## config.mk

```make
export PLATFORM = sky130hd
export DESIGN_NAME = ram_stream_reader
export DESIGN_NICKNAME = d
export VERILOG_FILES = /design/src/rtl/ram_stream_reader.sv
export SDC_FILE = /design/constraint.sdc
export NUM_CORES = 1
export LEC_CHECK = 0
export ABC_AREA = 0
export BUFFER_PORTS_ARGS = -buffer_cell sky130_fd_sc_hd__buf_4
export CAP_MARGIN = 20
export CORE_MARGIN = 2
export CORE_UTILIZATION = 45
export DETAILED_ROUTE_END_ITERATION = 7
export GPL_TIMING_DRIVEN = 0
export HOLD_SLACK_MARGIN = 0.06
export SYNTH_ARGS = -nofsm -noshare
export SYNTH_HDL_FRONTEND = slang
export SYNTH_SLANG_ARGS = --single-unit
```

## constraint.sdc

```tcl
create_clock -name clk -period 4.6 [get_ports clk]
set_input_delay 0.23 -clock clk [delete_from_list [all_inputs] [get_ports clk]]
set_output_delay 0.23 -clock clk [all_outputs]
set_load 0.1 [all_outputs]
```

## src/rtl/ram_stream_reader.sv

```systemverilog
// ram_stream_reader
// Burst read client for a dual-port RAM with a 1-cycle registered read.
// A (base, length) request is turned into consecutive read addresses;
// returning words pass through a 3-entry skid FIFO to a valid/ready stream.
module ram_stream_reader #(
   parameter int addr_width = 4,
   parameter int mem_width  = 16
) (
   input  logic                  clk,
   input  logic                  rst_n,
   input  logic                  start,
   input  logic [addr_width-1:0] base_addr,
   input  logic [addr_width:0]   length,
   output logic                  busy,
   output logic                  done,
   output logic [addr_width-1:0] ram_read_address,
   input  logic [mem_width-1:0]  ram_read_data,
   output logic                  out_valid,
   input  logic                  out_ready,
   output logic [mem_width-1:0]  out_data,
   output logic                  out_last
);

   typedef enum logic [1:0] {
      S_IDLE,
      S_RUN,
      S_DRAIN,
      S_DONE
   } state_t;

   localparam logic [addr_width-1:0] ADDR_ONE = 1;
   localparam logic [addr_width:0]   LEN_ONE  = 1;

   state_t                r_state;
   logic                  r_busy;
   logic                  r_done;
   logic                  r_issue;       // stage A: address presented to RAM this cycle
   logic                  r_rd_vld;      // stage B: RAM read data valid this cycle
   logic [addr_width-1:0] r_addr;        // next address to issue
   logic [addr_width-1:0] r_raddr;
   logic [addr_width:0]   r_issue_left;
   logic [addr_width:0]   r_pop_left;
   logic [1:0]            r_cnt;
   logic [mem_width-1:0]  r_mem [3];     // entry 0 is the head

   logic                  w_pop;
   logic                  w_push;
   logic                  w_can_issue;
   logic [2:0]            w_occ;
   logic [2:0]            w_occ_after;
   logic [1:0]            w_wr_idx;

   // Everything in flight (issued, returning, buffered) must fit the FIFO
   // once it lands, so issue only while post-pop occupancy leaves a slot.
   assign w_pop       = (r_cnt != 2'd0) && out_ready;
   assign w_push      = r_rd_vld;
   assign w_occ       = {2'b00, r_issue} + {2'b00, r_rd_vld} + {1'b0, r_cnt};
   assign w_occ_after = w_occ - {2'b00, w_pop};
   assign w_can_issue = (r_state == S_RUN) && (r_issue_left != '0) && (w_occ_after < 3'd3);
   assign w_wr_idx    = r_cnt - {1'b0, w_pop};

   // FIFO storage: shift toward the head on pop, arriving word lands behind the survivors
   always_ff @(posedge clk) begin
      if (w_pop) begin
         r_mem[0] <= r_mem[1];
         r_mem[1] <= r_mem[2];
      end
      if (w_push) begin
         r_mem[w_wr_idx] <= ram_read_data;
      end
   end

   // Burst FSM, address issue, read pipeline valids and FIFO occupancy
   always_ff @(posedge clk or negedge rst_n) begin
      if (!rst_n) begin
         r_state      <= S_IDLE;
         r_busy       <= 1'b0;
         r_done       <= 1'b0;
         r_issue      <= 1'b0;
         r_rd_vld     <= 1'b0;
         r_addr       <= '0;
         r_raddr      <= '0;
         r_issue_left <= '0;
         r_pop_left   <= '0;
         r_cnt        <= '0;
      end else begin
         r_rd_vld <= r_issue;
         r_issue  <= 1'b0;
         r_cnt    <= r_cnt + {1'b0, w_push} - {1'b0, w_pop};
         if (w_pop) begin
            r_pop_left <= r_pop_left - LEN_ONE;
         end
         case (r_state)
            S_IDLE: begin
               r_done <= 1'b0;
               if (start) begin
                  r_busy     <= 1'b1;
                  r_pop_left <= length;
                  if (length == '0) begin
                     r_issue_left <= '0;
                     r_state      <= S_DONE;
                  end else begin
                     // First address goes out straight from the request
                     r_issue      <= 1'b1;
                     r_raddr      <= base_addr;
                     r_addr       <= base_addr + ADDR_ONE;
                     r_issue_left <= length - LEN_ONE;
                     r_state      <= (length == LEN_ONE) ? S_DRAIN : S_RUN;
                  end
               end
            end
            S_RUN: begin
               if (w_can_issue) begin
                  r_issue      <= 1'b1;
                  r_raddr      <= r_addr;
                  r_addr       <= r_addr + ADDR_ONE;
                  r_issue_left <= r_issue_left - LEN_ONE;
                  if (r_issue_left == LEN_ONE) begin
                     r_state <= S_DRAIN;
                  end
               end
            end
            S_DRAIN: begin
               if (w_pop && (r_pop_left == LEN_ONE)) begin
                  r_done  <= 1'b1;
                  r_state <= S_DONE;
               end
            end
            S_DONE: begin
               // An empty burst enters with done low and spends one extra cycle here
               if (!r_done) begin
                  r_done <= 1'b1;
               end else begin
                  r_done  <= 1'b0;
                  r_busy  <= 1'b0;
                  r_state <= S_IDLE;
               end
            end
            default: r_state <= S_IDLE;
         endcase
      end
   end

   assign busy             = r_busy;
   assign done             = r_done;
   assign ram_read_address = r_raddr;
   assign out_valid        = (r_cnt != 2'd0);
   assign out_data         = out_valid ? r_mem[0] : '0;
   assign out_last         = out_valid && (r_pop_left == LEN_ONE);

endmodule

```

* Word level (Yosys, flattened, before mapping)
Memories as Yosys holds them, arrays and structs flattened.
Index checks and enable logic that the tools add are counted.
** Storage, ports and cells
- Memories kept :: 1
- Bits in registers :: 26
- Bits of input ports :: 29
- Memory bits (writable) :: 48
** Operators by class
- Equality and inequality tests :: 12
- Add/subtract/negate cells :: 11
- Reductions and logical operators :: 17
- Multiplexer cells :: 38
- Magnitude comparators :: 1
** Memory list
- r_mem :: depth 3, width 16, rd ports 3, clocked after memory_dff 0, write ports 3, RTL line 44 : logic [mem_width-1:0] r_mem [3];
** Operators by type and width (count)
- 5-bit two-way mux :: 6
- 4-bit two-way mux :: 6
- 16-bit two-way mux :: 1
- 4-bit case mux with 2 select lines :: 2
- 5-bit by 1-bit equality test with 1-bit output, second input constant :: 3
- 5-bit by 1-bit subtractor with 5-bit output, second input constant :: 3
- 2-bit two-way mux :: 7
- 1-bit two-way mux :: 11
- 2-bit != test, second input constant :: 5
- 5-bit case mux with 2 select lines :: 1
- 4-bit by 1-bit adder with 4-bit output, second input constant :: 2
- 2-bit case mux with 4 select lines :: 1
- 3-bit AND reduction :: 2
- 2-bit nonzero test :: 3
- 1-bit logical AND :: 5
- 5-bit zero test :: 1
- 5-bit AND reduction :: 1
- 5-bit nonzero test :: 1
- 2-bit equality test, second input constant :: 2
- 1-bit case mux with 2 select lines :: 2
- 4-bit AND reduction :: 1
- 2-bit by 1-bit subtractor with 2-bit output :: 2
- 2-bit by 2-bit adder with 3-bit output :: 1
- 3-bit by 2-bit less-than comparator with 1-bit output, second input constant :: 1
- other kinds (9) :: 9

* Depth between registers and ports, before layout
Gate-level depths: netlist of run 1.
- Depth after elaboration :: 7
- Gate-level depth with buffers :: 11
- Gate-level depth less buffers :: 10

* Least setup slack after synthesis of run 1
OpenSTA, ideal clock, no wires.
- Path kind :: register -> register
- Start point :: reg r_cnt[1]
- End point :: reg r_raddr[0] (netlist: ram_read_address[0])
- Arrival :: 3.234 ns
- Slack :: 1.239 ns
- Data required time :: 4.474 ns
- Cell stages (with the launch flop) :: 12
- Setup time :: 0.126 ns
- Period minus slack after synthesis :: 3.361 ns
- Cells stage by stage :: dfrtp_1 o21ai_0 inv_1 ha_1 fa_1 inv_1 fa_1 and2b_2 nor4_1 o21a_1 buf_6 mux2_4
** Between the ends
- Word-level cells in the longest chain between the ends :: 7
- Elaborated cells on any way between the ends :: 8
- Classes of those cells :: add/sub: 2; order compare: 1; eq/ne: 1; reduce/logical: 4
** RTL lines
- from (decl) :: RTL line 43 : logic [1:0] r_cnt;
- from (signal assigned) :: RTL line 89 : r_cnt <= r_cnt + {1'b0, w_push} - {1'b0, w_pop};
- parallel branches: the longest is 2 deep, another holds 2-bit by 2-bit adder with 3-bit output
- 3-bit by 1-bit subtractor with 3-bit output * :: RTL line 58 : assign w_occ_after = w_occ - {2'b00, w_pop};
- 3-bit by 2-bit less-than comparator with 1-bit output * :: RTL line 59 : assign w_can_issue = (r_state == S_RUN) && (r_issue_left != '0) && (w_occ_after < 3'd3);
- 1-bit logical AND * :: RTL line 59
- 2-bit != test (no line) *
- 4-bit AND reduction (no line) *
- to (signal assigned) :: RTL line 105 : r_raddr <= base_addr;
- to (signal assigned) :: RTL line 115 : r_raddr <= r_addr;
- to (decl) :: RTL line 40 : logic [addr_width-1:0] r_raddr;
Every way passes the cells marked *.
A chain may end at the register's enable or synchronous reset.

* Worst setup path in the final report of run 1
- Start point :: reg r_cnt[1]
- End point :: reg r_raddr[3] (netlist: ram_read_address[3])
The elaborated chain is that of the path after synthesis.

==> key figures, run 1 <==
CTS
  • TritonCTS Buffers: 9
  • Post-CTS setup buffers: 0
  • Skew-Pair Late Insertion Delay: around 0.35 ns
  • CTS Buffer Depth: 2
  • Root buf cell: clkbuf_8
  • Clock-pin slew on the worst setup and hold paths: approximately 0.080 ns
  • H-tree Lvls: 3
  • CTS tree: done
  • Clk sinks: 74
  • Post-CTS sizing: 0

Floorplan
  • Cell Rows: 33
  • Overall die height: around 96 microns
  • Die extent in x: about 96 microns
  • Initial Util: a little under half
  • Die outline area: about 9300 sq um
  • Ports: between 50 and 60
  • Core area: approximately 8200 sq um

Logic synthesis
  • Sequential-to-total area share from yosys stat: a little over half
  • Ys flop type: edfxtp_1
  • Synth area leaders: edfxtp_1, dfrtp_1, mux2_2
  • Most common cell in the synthesized netlist: edfxtp_1
  • Mapped Cells: between 200 and 300
  • Top-area cell type share of the netlist area: around 38%
  • Mean Syn Cell Area: approximately 13 sq um
  • Yosys cell types: 48
  • Yosys Warn Count: 0
  • Area leader, netlist: edfxtp_1
  • Yosys reg bits: 74
  • Mapped Area: between 3000 and 4000 sq um
  • Syn Nets: approximately 340
  • Post-synth EDFFs: 48
  • Top post-synthesis cells by count: edfxtp_1, mux2_2, dfrtp_1
  • FFs w/ async S/R, synth: 35.1%

Timing
  • Hold Violations, Final: 0
  • Peak Freq: around 260 MHz
  • Final min period: between 3 and 4 ns
  • Final setup viols: 0
  • RSZ-0062 raised after global routing: no
  • Setup TNS: 0 ns
  • Max-slew headroom: between 40% and 50%
  • Worst slew pin tran: about 0.76 ns
  • Worst Skew: 0.00781 ns
  • Final period utilization: roughly 83%
  • Fin. max-slew vios: 0

Critical path
  • CP Class: reg2reg
  • CP Buf/Inv Count: 3
  • Flop-to-flop setup slack: roughly 0.77 ns
  • CP required: 4.83 ns
  • Critical-path cell list: o21ai_0, inv_1, ha_1, fa_1, inv_1, fa_1, and2b_2, nor4_1, o21a_1, buf_6, mux2_4
  • Worst path max stage delay: 0.59 ns
  • Largest fanout on the critical path: 6
  • Crit path launch type: flip-flop
  • Critical Path Slowest Stage Cell: o21ai_0
  • CP Capture Type: flip-flop
  • Crit path DAT: between 4 and 5 ns
  • Delay-heaviest family, CP: adder cells

Worst hold path
  • Worst Hold Class: in2reg

Global route
  • Vias in the first global route: 2,377
  • Remaining global-route overflow: 0
  • Largest net degree at the start of global routing: 27
  • Antenna violations before repair: 0
  • First-pass GRT wire length: between 10,000 and 15,000 microns
  • Gr usage total: ~17%

Drt
  • DRC: 0
  • Vias per cell: 5.16
  • Vias: approximately 2,400
  • WL/cell: approximately 16 microns
  • ANT nets after route: 0
  • Drt pass-1 iters: 4
  • Iteration-0 DRC count of the detailed router: slightly below 70
  • Final wirelength: roughly 7400 microns

Layout
  • Filler Cell Count: between 700 and 800
  • Layout area overhead: 20.8%
  • # diodes: 0
  • Layout cell share with drive strength beyond 1: around 36%
  • Nets: around 410

Placed design
  • Port buffer count: roughly 50
  • Gpl congestion: between 0.7 and 0.8
  • Final HPWL from detailed placement: between 5000 and 6000 microns

Run status
  • Outcome: completed

Run
  • Max Cap Viol: 0
## cells in the final DEF (no fill, tap or decap), drive strengths merged, types with 4 or more instances in the layout
cell type	instances
buf	59
a21oi	9
nor3	7
clkbuf	13
inv	24
o21ai	9
ha	14
nand2	8
nor4	4
dfrtp	26
xnor2	6
a21o	4
nor2	12
nand3	5
edfxtp	48
mux2	44
xor2	4
dlygate4sd3	7
nor2b	18
## sequential cells by signal, summed over array words and instances, names as in the netlist
| register | count |
|---|---|
| r_rd_vld | 1 |
| ram_read_address | 4 |
| r_issue | 1 |
| r_addr | 4 |
| r_mem | 48 |
| r_pop_left | 5 |
| r_cnt | 2 |
| r_issue_left | 5 |
| done | 1 |
| busy | 1 |
| r_state | 2 |
## routing by layer
metal / share of wire [%] / wire length [microns] / track usage, %
met4: 1.8 / 133 / 7.86
met1: 49 / 3630 / 24.0
met3: 4.1 / 302 / 3.21
met5: 0 / 0 / 0
met2: 45 / 3370 / 25.1
## final timing paths
kind                                         start                         endpoint  cells past startpoint
worst max register to register  r_cnt[1]$_DFF_PN0_  ram_read_address[3]$_DFFE_PN0P_                     11
worst max-delay path            r_cnt[1]$_DFF_PN0_  ram_read_address[3]$_DFFE_PN0P_                     11
max in group asynchronous                    rst_n               r_cnt[0]$_DFF_PN0_                      2
worst min-delay path             ram_read_data[11]           r_mem[2][11]$_DFFE_PP_                      1
min in group asynchronous                    rst_n                 busy$_DFFE_PN0P_                      2
worst min register to register   r_issue$_DFF_PN0_               r_rd_vld$_DFF_PN0_                      0
## layout make-up
class,instances,area (sq um),area share (%)
clock inverters,6,65.1,1.41
repair buffers,59,468,10.1
clock buffers,10,128,2.76
multi-input cells,183,1590,34.3
inverters,23,86.3,1.87
plain buffers,10,65.1,1.41
well taps,105,131,2.84
flip-flops and latches,74,2090,45.3
## stage by stage
| stage | setup slack [ns] | instances | utilization [%] | instance area [sq um] | hold WS, ns |
|---|---|---|---|---|---|
| finish | 0.768 | 470 | 56.2 | 4620 | 0.0747 |
| floorplan | 1.24 | 290 | - | 3820 | -0.0656 |
| detailed placement | 0.791 | 447 | 53.0 | 4360 | 0.169 |
| CTS | 0.794 | 470 | 56.2 | 4620 | 0.0606 |
| global route | 0.547 | 470 | 56.2 | 4620 | 0.0619 |
| global placement | 0.531 | 446 | 52.8 | 4340 | 0.172 |
## cell families after synthesis
family          Yosys count  synth area share [%]
compound gates           39                  7.40
mux                      47                  14.4
xor+xnor                 10                  2.29
buf+inv                  33                  3.96
fa+ha+maj                16                  5.63
simple gates             71                  11.6
flops                    74                  54.7
## timing repair
item	4_1_cts	5_1_grt
endpoints found under the hold margin	32	0
setup endpoints to repair	0	0
hold buffers	7	0
Power of run 1 is left out: the tool's default activity adds up to more than one toggle a clock period on the data nets, which glitch-free logic cannot reach.
==> inputs of run 2 (changes only) <==
- clock period: 4.6 -> 4 ns (I/O delays scaled with it)
==> run 2 against run 1 <==
Flip-flop and latch count did not move. Core utilization rose by 1.2 points. Clock skew rose by 0.00064 ns. Critical endpoint is now r_issue_left[0]$_DFFE_PN0P_. Sequential share of layout area fell by 0.96 points. Final area rose by 2.2%. Largest cell class unchanged. First-iteration DRC count fell by 5.8%. Hold slack improved by 0.033 ns. Register-to-register slack got worse by 0.32 ns. Highest routed layer unchanged. Via count rose by 1.8%. Non-clock buffer count rose by 10. Setup slack got worse by 0.32 ns.
==> key figures, run 2 (same netlist as run 1, synthesis figures left out) <==
Run status
  • Outcome: completed (unchanged)

Placed design
  • Port buffer count: 51 (unchanged)
  • Final HPWL from detailed placement: 5140 microns (unchanged)
  • Dpl cell area: 4360 sq um (unchanged)
  • Gpl congestion: 0.794 (unchanged)

Timing
  • Final period utilization: 88.7% (was 83.3%)
  • RSZ-0062 raised after global routing: no (unchanged)
  • Final setup viols: 0 (unchanged)
  • Peak Freq: 282 MHz (was 261 MHz)
  • Fin. max-slew vios: 0 (unchanged)
  • Final min period: 3.55 ns (was 3.83 ns)
  • Max-slew headroom: 49.4% (about the same)
  • Hold Violations, Final: 0 (unchanged)
  • Worst slew pin tran: 0.757 ns (about the same)
  • Worst Skew: 0.00845 ns (was 0.00781 ns)

Global route
  • Largest net degree at the start of global routing: 27 (unchanged)
  • First-pass GRT wire length: 11,700 microns (was 11,600 microns)
  • Gr usage total: 17.0% (was 16.9%)
  • Remaining global-route overflow: 0 (unchanged)
  • Vias in the first global route: 2,445 (was 2,377)
  • Antenna violations before repair: 0 (unchanged)

Critical path
  • Crit path DAT: 3.79 ns (was 4.06 ns)
  • CP Capture Type: flip-flop (unchanged)
  • CP required: 4.24 ns (was 4.83 ns)
  • Crit path launch type: flip-flop (unchanged)
  • Largest fanout on the critical path: 6 (unchanged)
  • Flop-to-flop setup slack: 0.45 ns (was 0.77 ns)
  • CP Class: reg2reg (unchanged)

Drt
  • DRC: 0 (unchanged)
  • ANT nets after route: 0 (unchanged)
  • Vias: 2,468 (was 2,424)
  • Final wirelength: 7400 microns (was 7440 microns)
  • Drt pass-1 iters: 4 (unchanged)
  • WL/cell: 15.4 microns (was 15.8 microns)
  • Iteration-0 DRC count of the detailed router: 65 (was 69)
  • Vias per cell: 5.14 (was 5.16)

Run
  • Max Cap Viol: 0 (unchanged)

Floorplan
  • Initial Util: 46.5% (unchanged)
  • Die extent in x: 96.2 microns (unchanged)
  • Cell Rows: 33 (unchanged)
  • Overall die height: 96.2 microns (unchanged)
  • Core area: 8220 sq um (unchanged)
  • Ports: 53 (unchanged)
  • Die outline area: 9250 sq um (unchanged)

Layout
  • # diodes: 0 (unchanged)
  • Reg with most FFs: r_mem (unchanged)
  • Most frequent cells in the layout: buf_4, edfxtp_1, mux2_2, dfrtp_1, inv_1 (unchanged)
  • Largest regs: r_mem x48, r_issue_left x5, r_pop_left x5 (unchanged)
  • Nets: 415 (was 405)
  • Layout cell share with drive strength beyond 1: 34.7% (was 35.6%)
  • Layout area overhead: 23.5% (was 20.8%)
  • Largest register FFs: 48 (unchanged)
  • Commonest non-fill, non-tap cell in the layout: buf_4 (unchanged)
  • Finished Cell Area: 4720 sq um (was 4620 sq um)

CTS
  • Clock-pin slew on the worst setup and hold paths: 0.08 ns (about the same)
  • CTS tree: done (unchanged)
  • TritonCTS Buffers: 9 (unchanged)
  • CTS Buffer Depth: 2 (unchanged)
  • Skew-Pair Late Insertion Delay: 0.35 ns (about the same)
  • Clk sinks: 74 (unchanged)
  • H-tree Lvls: 3 (unchanged)
  • Root buf cell: clkbuf_8 (unchanged)

Worst hold path
  • Worst Hold Class: in2reg (unchanged)
## run 2: cell count changes in the layout (fill, tap and decap cells not counted), sizes merged
cell         delta
dlygate4sd3    +10
## run 2: worst max-delay path, stage by stage, from the launching register on
cell and delay, ns:
dfrtp_1 0.45, o21ai_1 0.40, inv_1 0.25, ha_1 0.34, fa_1 0.36, inv_1 0.07
fa_1 0.39, and2b_2 0.24, o31ai_4 0.39, o211ai_2 0.22, mux2_4 0.33
## run 2: path summary, 6_finish.rpt
| check | start | to | cells after the start |
|---|---|---|---|
| hold / removal | length[1] | r_pop_left[1]$_DFF_PN0_ | 2 |
| setup reg to reg | r_cnt[1]$_DFF_PN0_ | r_issue_left[0]$_DFFE_PN0P_ | 10 |
| max in group asynchronous | rst_n | r_cnt[0]$_DFF_PN0_ | 2 |
| setup / recovery | r_cnt[1]$_DFF_PN0_ | r_issue_left[0]$_DFFE_PN0P_ | 10 |
| hold reg to reg | r_issue$_DFF_PN0_ | r_rd_vld$_DFF_PN0_ | 0 |
| min in group asynchronous | rst_n | busy$_DFFE_PN0P_ | 2 |
## run 2: area by class of cell
| cell class | instances | area [sq um] |
|---|---|---|
| plain buffers | 10 | 65.1 |
| multi-input cells | 183 | 1590 |
| fillers | 707 | 3500 |
| flip-flops and latches | 74 | 2090 |
| clock inverters | 6 | 65.1 |
| inverters | 23 | 86.3 |
| well taps | 105 | 131 |
| repair buffers | 69 | 568 |
| clock buffers | 10 | 128 |
## run 2: routing by layer
layer / vias to the layer above / track usage, % / wire length [microns]
met5: - / 0 / 0
met4: 0 / 7.86 / 131
met3: 14 / 3.13 / 305
met2: 59 / 25.6 / 3410
met1: 1184 / 23.6 / 3550
li1: 1211 / - / -
## run 2: stage by stage
stage          util, %  instances  TNS [ns]  hold WS, ns  worst slack, ns
2_1_floorplan        -        290         0      -0.0956            0.639
6_report          57.5        480         0        0.108            0.453
5_1_grt           57.5        480         0        0.111            0.230
3_3_place_gp      52.8        446     -1.09        0.142          -0.0690
4_1_cts           57.5        480         0       0.0973            0.194
3_5_place_dp      53.0        447         0        0.139            0.191
## run 2: what timing repair did
action	CTS	global route
setup endpoints to repair	0	7
gates resized for setup	0	1
setup buffers	0	0
hold endpoints to repair	42	0
hold buffers	17	0
Power of run 2 is left out for the same reason.
==> inputs of run 3 (changes only) <==
- CTS_BUF_LIST: not set -> sky130_fd_sc_hd__clkbuf_16
==> run 3 against run 2 <==
Clock skew shrank 0.0022 ns. Final area up 1.9%. Cell count is 0.21% lower. Core utilization grew 1.1 points. Largest cell class unchanged. Clock-buffer cell count is 1 lower.
==> key figures, run 3 (same netlist as run 1, synthesis figures left out) <==
Critical path
  • Crit path launch type: flip-flop (unchanged)
  • Crit path DAT: 3.75 ns (was 3.79 ns)
  • Crit. path cell count: 10 (unchanged)
  • Crit path launch: r_cnt[1]$_DFF_PN0_ (unchanged)
  • Delay-heaviest family, CP: adder cells (unchanged)
  • Worst Reg-to-Reg Cells: 10 (unchanged)
  • Critical-path cell list: o21ai_1, inv_1, ha_1, fa_1, inv_1, fa_1, and2b_2, o31ai_4, o211ai_2, mux2_4 (unchanged)
  • CP Capture Type: flip-flop (unchanged)
  • RR Startpoint: r_cnt[1]$_DFF_PN0_ (unchanged)
  • Flop-to-flop setup slack: 0.47 ns (was 0.45 ns)
  • Critical Path Slowest Stage Cell: dfrtp_1 (unchanged)
  • Worst Setup EP: r_issue_left[0]$_DFFE_PN0P_ (unchanged)
  • Largest fanout on the critical path: 6 (unchanged)
  • Reg2Reg Capture Point: r_issue_left[0]$_DFFE_PN0P_ (unchanged)
  • CP Class: reg2reg (unchanged)
  • Worst path max stage delay: 0.44 ns (was 0.45 ns)
  • CP required: 4.22 ns (was 4.24 ns)
  • CP Buf/Inv Count: 2 (unchanged)

Drt
  • ANT nets after route: 0 (unchanged)
  • DRC: 0 (unchanged)
  • Iteration-0 DRC count of the detailed router: 75 (was 65)
  • Vias per cell: 5.13 (was 5.14)
  • WL/cell: 15.4 microns (about the same)
  • Drt pass-1 iters: 4 (unchanged)
  • Vias: 2,458 (was 2,468)
  • Final wirelength: 7390 microns (was 7400 microns)

Run status
  • Outcome: completed (unchanged)

Timing
  • Final period utilization: 88.3% (was 88.7%)
  • Peak Freq: 283 MHz (was 282 MHz)
  • Final min period: 3.53 ns (was 3.55 ns)
  • Fin. max-slew vios: 0 (unchanged)
  • Hold Violations, Final: 0 (unchanged)
  • Hold_ws: 0.0693 ns (was 0.108 ns)
  • Final setup viols: 0 (unchanged)
  • Worst slew pin tran: 0.763 ns (was 0.757 ns)
  • Worst Skew: 0.00621 ns (was 0.00845 ns)
  • Final worst slack: 0.469 ns (was 0.453 ns)
  • RSZ-0062 raised after global routing: no (unchanged)
  • Max-slew headroom: 49.0% (was 49.4%)

Floorplan
  • Overall die height: 96.2 microns (unchanged)
  • Cell Rows: 33 (unchanged)
  • Die outline area: 9250 sq um (unchanged)
  • Core area: 8220 sq um (unchanged)
  • Initial Util: 46.5% (unchanged)
  • Die extent in x: 96.2 microns (unchanged)
  • Ports: 53 (unchanged)

Placed design
  • Port buffer count: 51 (unchanged)
  • Pre-CTS WS: 0.191 ns (unchanged)
  • Final HPWL from detailed placement: 5140 microns (unchanged)
  • Placed insts: 447 (unchanged)
  • Gpl congestion: 0.794 (unchanged)

Run
  • Max Cap Viol: 0 (unchanged)

Global route
  • Remaining global-route overflow: 0 (unchanged)
  • GR Util met3: 4.31% (was 3.13%)
  • GRT met2 Usage: 25.6% (unchanged)
  • Vias in the first global route: 2,413 (was 2,445)
  • Largest net degree at the start of global routing: 27 (unchanged)
  • Busiest grt layer: met2 (unchanged)
  • Met1 GRT Util: 24.0% (was 23.6%)
  • Gr usage total: 17.1% (was 17.0%)
  • Antenna violations before repair: 0 (unchanged)
  • First-pass GRT wire length: 11,800 microns (was 11,700 microns)

CTS
  • Skew-Pair Late Insertion Delay: 0.33 ns (was 0.35 ns)
  • CTS Buffer Depth: 2 (unchanged)
  • H-tree Lvls: 3 (unchanged)
  • Clk sinks: 74 (unchanged)
  • CTS tree: done (unchanged)
  • TritonCTS Buffers: 9 (unchanged)
  • Clock-pin slew on the worst setup and hold paths: 0.06 ns (was 0.08 ns)
  • Root buf cell: clkbuf_16 (was clkbuf_8)

Layout
  • Most frequent cells in the layout: buf_4, edfxtp_1, mux2_2, dfrtp_1, inv_1 (unchanged)
  • Filler Cell Count: 695 (was 707)
  • Footprint of the multi-input gates: 1590 sq um (unchanged)
  • Largest register FFs: 48 (unchanged)
  • Post-Layout Cell Count: 479 (was 480)
  • # diodes: 0 (unchanged)
  • Util after Layout: 58.6% (was 57.5%)
  • Seq. cell area: 2090 sq um (unchanged)
  • Commonest non-fill, non-tap cell in the layout: buf_4 (unchanged)
  • Largest regs: r_mem x48, r_issue_left x5, r_pop_left x5 (unchanged)
  • Layout area overhead: 25.9% (was 23.5%)
  • Nets: 414 (was 415)
  • Reg with most FFs: r_mem (unchanged)
  • Layout cell share with drive strength beyond 1: 34.8% (was 34.7%)

Worst hold path
  • Worst Hold Class: in2reg (unchanged)
==> run 3: cell types whose count changed in the layout (fill, tap and decap cells not counted) <==
cell and change:
clkbuf_1 -1, clkbuf_8 -9, clkbuf_16 +9, inv_1 +1, dlygate4sd3_1 -1
==> run 3: through the flow <==
stage / setup TNS [ns] / instance area, sq um
2_1_floorplan: 0 / 3820
3_3_place_gp: -1.09 / 4340
3_5_place_dp: 0 / 4360
4_1_cts: 0 / 4810
5_1_grt: 0 / 4810
6_report: 0 / 4810
==> run 3: worst min path at each step <==
stage | startpoint | slack (ns) | to | cells after the start
CTS | ram_read_data[3] | 0.06 | r_mem[2][3]$_DFFE_PP_ | 1
global placement | rst_n | 0.14 | r_issue_left[3]$_DFFE_PN0P_ | 1
finish | ram_read_data[3] | 0.07 | r_mem[2][3]$_DFFE_PP_ | 1
global route | ram_read_data[3] | 0.07 | r_mem[2][3]$_DFFE_PP_ | 1
floorplan | rst_n | -0.1 | busy$_DFFE_PN0P_ | 0
detailed placement | rst_n | 0.14 | busy$_DFFE_PN0P_ | 1
==> run 3: cell type report <==
cell class / instances / share of cell area (%)
sequential: 74 / 43.5
tap: 105 / 2.73
timing repair buffer: 68 / 11.6
clock inverter: 7 / 1.43
multi-input combinational: 183 / 32.9
inverter: 23 / 1.79
clock buffer: 9 / 4.68
buffer: 10 / 1.35
==> run 3: layer usage <==
layer / wire (microns) / up-vias / share of wire, %
li1: - / 1213 / -
met1: 3550 / 1172 / 48
met2: 3370 / 60 / 46
met3: 348 / 13 / 4.7
met4: 124 / 0 / 1.7
met5: 0 / - / 0
==> run 3: timing repair <==
item | in CTS | in global routing
endpoints found under the hold margin | 41 | 0
resized for setup | 0 | 1
buffers inserted | 0 | 0
setup endpoints to repair | 0 | 7
hold buffers | 16 | 0
==> run 3: worst reg2reg max path: cells and delay by family, from the launching register on <==
kind                     cells  cell delay [ns]
AO/OA/AOI/OAI                3             1.00
adder cells (fa/ha/maj)      3             1.09
buffers and inverters        2             0.31
flip-flops                   1             0.44
multiplexers                 1             0.33
AND/OR/NAND/NOR              1             0.24
Power of run 3 is left out for the same reason.
